## src/rtl/pipelined_adder_if.sv

```systemverilog
// Handshake bundle for pipelined_adder: an enqueue side carrying the operation
// and a dequeue side carrying the result. Both sides use valid/ready.
interface pipelined_adder_if #(
    parameter int WIDTH = 32
);
    // Operation offered by the producer.
    logic             enq_valid;
    logic             enq_ready;
    logic [WIDTH-1:0] enq_bits_lhs;
    logic [WIDTH-1:0] enq_bits_rhs;
    logic             enq_bits_cin;
    logic             enq_bits_sub;

    // Result taken by the consumer.
    logic             deq_valid;
    logic             deq_ready;
    logic [WIDTH-1:0] deq_bits_sum;
    logic             deq_bits_cout;
    logic             deq_bits_ovf;

    // Producer/consumer side (e.g. the surrounding logic or a bench).
    modport master (
        output enq_valid, enq_bits_lhs, enq_bits_rhs, enq_bits_cin, enq_bits_sub, deq_ready,
        input  enq_ready, deq_valid, deq_bits_sum, deq_bits_cout, deq_bits_ovf
    );

    // Adder side.
    modport slave (
        input  enq_valid, enq_bits_lhs, enq_bits_rhs, enq_bits_cin, enq_bits_sub, deq_ready,
        output enq_ready, deq_valid, deq_bits_sum, deq_bits_cout, deq_bits_ovf
    );
endinterface

```

## src/rtl/pipelined_adder.sv

```systemverilog
// Pipelined add/subtract unit. The operands are split into STAGES chunks of
// WIDTH/STAGES bits; stage k adds chunk k with the carry registered by stage
// k-1, so no carry chain is longer than one chunk. The whole pipeline advances
// in lock-step and freezes only while a finished result waits for the consumer.
module pipelined_adder #(
    parameter int WIDTH  = 32,
    parameter int STAGES = 4
) (
    input logic              clk,
    input logic              reset,
    pipelined_adder_if.slave io
);
    localparam int CHUNK = WIDTH / STAGES;

    if (STAGES < 1 || STAGES > WIDTH || (WIDTH % STAGES) != 0) begin : g_bad_params
        $error("pipelined_adder: WIDTH must be a multiple of STAGES and 1 <= STAGES <= WIDTH");
    end

    logic             advance;
    logic             enq_fire;
    logic             eff_cin;
    logic [WIDTH-1:0] eff_rhs;

    // The pipeline moves as a whole unless the output holds an untaken result;
    // bubbles therefore keep their slots during a stall.
    assign advance      = !io.deq_valid || io.deq_ready;
    assign io.enq_ready = !reset && advance;
    assign enq_fire     = io.enq_valid && io.enq_ready;

    // Subtraction is lhs + ~rhs + !cin, so invert once at the entrance.
    assign eff_rhs = io.enq_bits_sub ? ~io.enq_bits_rhs : io.enq_bits_rhs;
    assign eff_cin = io.enq_bits_sub ? !io.enq_bits_cin : io.enq_bits_cin;

    for (genvar k = 0; k < STAGES; k++) begin : g_stage
        localparam int UP = WIDTH - k * CHUNK;  // operand bits still to be added on entry
        localparam int LO = (k + 1) * CHUNK;    // result bits complete on exit

        logic [UP-1:0]  a_in;
        logic [UP-1:0]  b_in;
        logic           c_in;
        logic           v_in;
        logic [CHUNK:0] chunk_sum;
        logic [LO-1:0]  s_next;
        logic           v_q;
        logic           c_q;
        logic [LO-1:0]  s_q;

        // Only the lowest remaining chunk is added here.
        assign chunk_sum = {1'b0, a_in[CHUNK-1:0]} + {1'b0, b_in[CHUNK-1:0]}
                         + {{CHUNK{1'b0}}, c_in};

        if (k == 0) begin : g_src
            assign a_in   = io.enq_bits_lhs;
            assign b_in   = eff_rhs;
            assign c_in   = eff_cin;
            assign v_in   = enq_fire;
            assign s_next = chunk_sum[CHUNK-1:0];
        end else begin : g_src
            assign a_in   = g_stage[k-1].g_fwd.a_q;
            assign b_in   = g_stage[k-1].g_fwd.b_q;
            assign c_in   = g_stage[k-1].c_q;
            assign v_in   = g_stage[k-1].v_q;
            assign s_next = {chunk_sum[CHUNK-1:0], g_stage[k-1].s_q};
        end

        // Stage register: valid flag, chunk carry and the low result bits so far.
        // NOTE: sequential state uses non-blocking assignments so every stage
        // samples its predecessor's pre-edge value.
        // NOTE: data registers are reset along with the valid bits so the result
        // bus reads zero during reset, not just "invalid".
        always_ff @(posedge clk or posedge reset) begin
            if (reset) begin
                v_q <= 1'b0;
                c_q <= 1'b0;
                s_q <= '0;
            end else if (advance) begin
                v_q <= v_in;
                c_q <= chunk_sum[CHUNK];
                s_q <= s_next;
            end
        end

        if (k < STAGES - 1) begin : g_fwd
            logic [UP-CHUNK-1:0] a_q;
            logic [UP-CHUNK-1:0] b_q;

            // Carry forward the operand chunks later stages still have to add.
            always_ff @(posedge clk or posedge reset) begin
                if (reset) begin
                    a_q <= '0;
                    b_q <= '0;
                end else if (advance) begin
                    a_q <= a_in[UP-1:CHUNK];
                    b_q <= b_in[UP-1:CHUNK];
                end
            end
        end else begin : g_last
            logic ovf_q;

            // The operand MSBs and sum MSB meet only in the top chunk, so
            // signed overflow is resolved here.
            always_ff @(posedge clk or posedge reset) begin
                if (reset) begin
                    ovf_q <= 1'b0;
                end else if (advance) begin
                    ovf_q <= (a_in[UP-1] == b_in[UP-1]) && (chunk_sum[CHUNK-1] != a_in[UP-1]);
                end
            end
        end
    end

    assign io.deq_valid     = g_stage[STAGES-1].v_q;
    assign io.deq_bits_sum  = g_stage[STAGES-1].s_q;
    assign io.deq_bits_cout = g_stage[STAGES-1].c_q;
    assign io.deq_bits_ovf  = g_stage[STAGES-1].g_last.ovf_q;

endmodule

```

## src/flat_wrapper.sv

```systemverilog
// flat-port wrapper written by rule: the top's interface ports become plain ports
module pipelined_adder_flat 
#(
    parameter int WIDTH  = 32,
    parameter int STAGES = 4
)
  (clk, reset, io_enq_valid, io_enq_bits_lhs, io_enq_bits_rhs, io_enq_bits_cin, io_enq_bits_sub, io_deq_ready, io_enq_ready, io_deq_valid, io_deq_bits_sum, io_deq_bits_cout, io_deq_bits_ovf);
  pipelined_adder_if #(.WIDTH(WIDTH)) io_i ();
  input logic clk;
  input logic reset;
  input wire logic [$bits(io_i.enq_valid)-1:0] io_enq_valid;
  input wire logic [$bits(io_i.enq_bits_lhs)-1:0] io_enq_bits_lhs;
  input wire logic [$bits(io_i.enq_bits_rhs)-1:0] io_enq_bits_rhs;
  input wire logic [$bits(io_i.enq_bits_cin)-1:0] io_enq_bits_cin;
  input wire logic [$bits(io_i.enq_bits_sub)-1:0] io_enq_bits_sub;
  input wire logic [$bits(io_i.deq_ready)-1:0] io_deq_ready;
  output wire logic [$bits(io_i.enq_ready)-1:0] io_enq_ready;
  output wire logic [$bits(io_i.deq_valid)-1:0] io_deq_valid;
  output wire logic [$bits(io_i.deq_bits_sum)-1:0] io_deq_bits_sum;
  output wire logic [$bits(io_i.deq_bits_cout)-1:0] io_deq_bits_cout;
  output wire logic [$bits(io_i.deq_bits_ovf)-1:0] io_deq_bits_ovf;
  assign io_i.enq_valid = io_enq_valid;
  assign io_i.enq_bits_lhs = io_enq_bits_lhs;
  assign io_i.enq_bits_rhs = io_enq_bits_rhs;
  assign io_i.enq_bits_cin = io_enq_bits_cin;
  assign io_i.enq_bits_sub = io_enq_bits_sub;
  assign io_i.deq_ready = io_deq_ready;
  assign io_enq_ready = io_i.enq_ready;
  assign io_deq_valid = io_i.deq_valid;
  assign io_deq_bits_sum = io_i.deq_bits_sum;
  assign io_deq_bits_cout = io_i.deq_bits_cout;
  assign io_deq_bits_ovf = io_i.deq_bits_ovf;
  pipelined_adder #(.WIDTH(WIDTH), .STAGES(STAGES)) u_core (.clk(clk), .reset(reset), .io(io_i));
endmodule
```

## config.mk

```make
export PLATFORM = sky130hd
export DESIGN_NAME = pipelined_adder_flat
export DESIGN_NICKNAME = d
export VERILOG_FILES = /design/src/rtl/pipelined_adder_if.sv /design/src/rtl/pipelined_adder.sv /design/src/flat_wrapper.sv
export SDC_FILE = /design/constraint.sdc
export NUM_CORES = 1
export LEC_CHECK = 0
export BUFFER_PORTS_ARGS = -buffer_cell sky130_fd_sc_hd__buf_4
export CORE_MARGIN = 2
export CORE_UTILIZATION = 58
export DETAILED_ROUTE_END_ITERATION = 7
export PLACE_DENSITY_LB_ADDON = 0.08
export SYNTH_ARGS = -nofsm -noshare
export SYNTH_HDL_FRONTEND = slang
export SYNTH_SLANG_ARGS = --single-unit
export TNS_END_PERCENT = 1
```

## constraint.sdc

```tcl
create_clock -name clk -period 8.28 [get_ports clk]
set_input_delay 1.242 -clock clk [delete_from_list [all_inputs] [get_ports clk]]
set_output_delay 1.242 -clock clk [all_outputs]
set_load 0.05 [all_outputs]
```

# Yosys cells after proc, flatten, opt, wreduce, memory -nomap -nowiden

Cells that the tools add are included.

Bitwise operators: 1
Reductions and logical operators: 7
Equal/unequal tests: 2
Muxes and demuxes: 2
$add $sub $neg: 8

Operators with widths:

| operator          | number |
|---|---|
| $add 8x8->9       | 4 |
| $add 9x1->9       | 4 |
| $mux 32           | 1 |
| $not 32->32       | 1 |
| $logic_and 1x1->1 | 3 |
| $logic_not 1->1   | 3 |
| $eq 1x1->1        | 1 |
| $logic_or 1x1->1  | 1 |
| $mux 1            | 1 |
| $ne 1x1->1        | 1 |

Flip-flop bits (word level): 185
Output and inout bits: 36
Word-level logic and storage cells: 39

# Longest topological paths before layout

Depth in word-level cells: 4
Gate-level depth with buffers: 11

# Worst setup path before layout

OpenSTA, ideal clock, no wires.

Path type: in2reg
From: input reset
To: register u_core.g_stage[0].v_q
Data required time: 8.183 ns
Path slack: 2.807 ns
Library setup time: 0.097 ns
Arrival: 5.376 ns
Path buffers: 0
Cell stages on the path: 3
Path through: inv_1 nand2_1 o21ai_0

Cells in the longest elaborated chain, start to end: 3

Ends and longest elaborated chain:

| what                   | line                  | RTL |
|---|---|---|
| start: declaration     | flat_wrapper.sv:10    | `input logic reset;` |
| $logic_not 1->1        | pipelined_adder.sv:27 | `assign io.enq_ready = !reset && advance;` |
| $logic_and 1x1->1      | pipelined_adder.sv:27 |  |
| $logic_and 1x1->1      | pipelined_adder.sv:28 | `assign enq_fire = io.enq_valid && io.enq_ready;` |
| end signal: assignment | pipelined_adder.sv:77 | `v_q <= v_in;` |
| end: declaration       | pipelined_adder.sv:44 | `logic v_q;` |

No other way between the ends.
A chain may end at the register's enable or synchronous reset.

# Worst setup path after layout

From: input io_deq_ready
To: output io_enq_ready

Cells in the longest elaborated chain, start to end: 2

Ends and longest elaborated chain:

| what               | line                  | RTL |
|---|---|---|
| start: declaration | flat_wrapper.sv:16    | `input wire logic [$bits(io_i.deq_ready)-1:0] io_deq_ready;` |
| $logic_or 1x1->1   | pipelined_adder.sv:26 | `assign advance = !io.deq_valid \|\| io.deq_ready;` |
| $logic_and 1x1->1  | pipelined_adder.sv:27 |  |
| end: declaration   | flat_wrapper.sv:17    | `output wire logic [$bits(io_i.enq_ready)-1:0] io_enq_ready;` |

No other way between the ends.

==> results.txt <==
Worst-path cell chain: buf_4 -> nor2b_4 -> buf_12 -> nor2_1 -> buf_4
Setup bufs post-CTS: 0
Antenna diodes: 0
TritonCTS clock tree: built
Worst IR Drop VDD: 0.000240 V
Post-Syn Area: 0.00839 mm²
Crit share post-route: 0.448
Multi-input logic area: 0.00352 mm²
Row cnt: 43
Final Worst Setup Slack: 4.57 ns
Peak Freq: 269 MHz
Worst path top cell family by delay: buffers and inverters
DR DRC count: 0
Register area: 0.00463 mm²
Area Overhead vs Synth: 17.6%
Hold Startpoint: u_core.g_stage[2].v_q
Mapped Nets: 1024
Setup tns final: 0 ns
Dpl ws: 4.57 ns
Slew HR: 0.349
Placed wire-length estimate: 9860 µm
Most used DFF post-synth: dfrtp_1
FF-to-FF setup slack: 5.89 ns
RR Endpoint: u_core.g_stage[2].c_q
Max-cap violations: 0
Skew final: 0.00578 ns
WP data arrival: 2.47 ns
Crit Path Class: in2out
Endpoints failing hold: 0
Grt ovf: 0
Seq/Total Area, Yosys: 0.552
LEAKAGE: 0.00499 µW
Clock-pin slew on the worst setup and hold paths: 0.06 ns
Reg-to-Reg Start: u_core.g_stage[1].g_fwd.b_q[0]
Hold Path Sink: u_core.g_stage[2].v_q
Drt pass-1 iters: 5
Crit Path Max Fanout: 223
Hold path depth: 2
Antenna violations before repair: 0
DRT Wirelength: 15600 µm
Pins Over Slew Limit: 0
Ys async rst share: 1.00
Die Wd: 124 µm
Status: complete, no violations
Setup-failing EPs final: 0
Worst slew pin tran: 0.977 ns
Root Driver: clkbuf_16
Core Region: 0.0140 mm²
Critical Path End Type: primary output
Wire length per cell: 13.1 µm
First-pass GRT wire length: 27000 µm
1st-iter DRT viols: 480
Placed cells: 1160
Share of layout cells above drive strength 1: 0.142
Reg2Reg Depth: 7
Initial core utilization: 0.600
Post-synthesis instance total: 918
RSZ-0062 raised after global routing: no
Filler cell count: 1107
Nets: 1105
Yosys top cell area share: 0.552
Die H: 124 µm
Synth Warn #: 0
Min-delay worst type: reg2reg
Pwr/cell area: 407 mW/mm²
Num CTS Buffers: 17
DRT antenna net count: 0
Num ports: 106
Synth area leader: dfrtp_1
Skew-Pair Late Insertion Delay: 0.42 ns
Die area: 0.0154 mm²
CTS H-tree lvls: 4
Largest net degree at the start of global routing: 224
Vias per Instance: 5.08
Vias in the first global route: 5832
Fin cells: 1192
Via Count: 6054
Worst EP required: 7.04 ns
Clock sinks: 185
PortBufs: 105
Min Clock Period, post-route: 3.71 ns
CTS Hold Bufs: 0
CP most frequent cell: buf_4
CP max-delay cell: buf_12
Bufs and invs on worst path: 3
Synth unique cells: 35
Global Route Usage Sum: 0.213
CP startpoint kind: input pin
Flops & latches, synth: 185
Slowest stage delay, CP: 0.56 ns
PostCTS Resize Cnt: 0
Syn avg cell area: 9.14 µm²
CTS max path bufs: 2
Post-synth EDFFs: 0
Largest cells by area after synthesis: dfrtp_1, nand2_1, ha_1, o21ai_0, xnor2_1
GPL Wtd Cong: 0.770
==> final cells by class <==
| class | instances | area share |
|---|---|---|
| Multi-Input combinational cell | 677 | 0.357 |
| Sequential cell | 185 | 0.469 |
| Inverter | 10 | 0.00456 |
| Clock inverter | 7 | 0.0141 |
| Clock buffer | 25 | 0.0492 |
| Tap cell | 180 | 0.0228 |
| Timing Repair Buffer | 108 | 0.0834 |
==> power breakdown <==
part | leakage, µW | switching (µW) | internal (µW)
sequential | 0.00221 | 240 | 1300
combinational | 0.00247 | 1020 | 605
clock | 0.000305 | 322 | 530
total | 0.00499 | 1580 | 2440
==> per-stage QoR <==
step                      cell area, µm²  hold WS (ns)  total power, µW  utilization
final                               9870         0.458             4020        0.705
after global placement              9240         0.441             3120        0.661
after global routing                9870         0.479             4330        0.705
after CTS                           9870         0.462             4060        0.705
after floorplan                     8390         0.430             2770            -
after detailed placement            9240         0.447             3180        0.661
==> cell families (layout without fill, tap and decap cells) <==
family / Yosys count / after routing / synth area share
AND/OR/NAND/NOR: 473 / 473 / 0.217
XOR/XNOR: 49 / 49 / 0.0511
AO/OA/AOI/OAI: 119 / 119 / 0.0890
adder cells (fa/ha/maj): 36 / 36 / 0.0608
flip-flops: 185 / 185 / 0.552
buffers and inverters: 56 / 150 / 0.0304
==> worst max-delay path by stage <==
| stage | start | endpoint | slack (ns) | cells past startpoint |
|---|---|---|---|---|
| 4_1_cts | io_deq_ready | io_enq_ready | 4.57 | 5 |
| 5_1_grt | io_deq_ready | io_enq_ready | 4.47 | 5 |
| 2_1_floorplan | reset | u_core.g_stage[0].c_q | 1.99 | 1 |
| 3_5_place_dp | io_deq_ready | io_enq_ready | 4.57 | 5 |
| 3_3_place_gp | io_deq_ready | io_enq_ready | 4.56 | 5 |
| 6_report | io_deq_ready | io_enq_ready | 4.57 | 5 |
==> metal layers <==
metal	vias to the layer above	routed length, µm	GRT usage
met2	97	7560	0.337
met5	-	0	0
met4	0	136	0.0562
li1	3083	-	-
met3	12	570	0.0546
met1	2862	7340	0.299
==> cell usage in the layout, fill, tap and decap left out, types with 3 or more instances in the layout <==
master and n:
clkbuf_1 5, a21o_1 6, xnor2_1 30, nor3_1 3, buf_4 107, a211oi_1 9
fa_1 8, o211ai_1 3, nor2_1 22, ha_1 28, o21ai_0 59, o31ai_1 3
nand2b_1 4, inv_1 9, nand2_1 436, o31a_1 4, xor2_1 19, dfrtp_1 185
clkbuf_8 3, bufinv_16 4, a21oi_1 18, clkbuf_16 17, o21a_1 7
==> state kept, by name, summed over array words and instances (netlist names) <==
register	count
u_core.io.deq_bits_sum	32
u_core.io.deq_bits_ovf	1
u_core.g_stage.g_fwd.a_q	48
u_core.io.deq_bits_cout	1
u_core.g_stage.s_q	48
u_core.io.deq_valid	1
u_core.g_stage.c_q	3
u_core.g_stage.v_q	3
u_core.g_stage.g_fwd.b_q	48
==> synth_stat cells (4+ instances only) <==
library cell	n
o31a_1	4
a211oi_1	9
inv_1	10
nand2b_1	5
ha_1	28
xnor2_1	30
clkbuf_1	10
fa_1	8
dfrtp_1	185
o21ai_0	59
buf_2	36
nor2_1	22
o21a_1	7
a21oi_1	18
nand2_1	436
a21o_1	6
xor2_1	19
==> worst register-to-register path: stages (launching register included) <==
cell     delay (ns)
dfrtp_1        0.40
fa_1           0.48
fa_1           0.42
a21oi_1        0.21
o21ai_0        0.19
o31a_1         0.30
o21ai_0        0.17
a21oi_1        0.09
(Power assumes the default switching activity.)
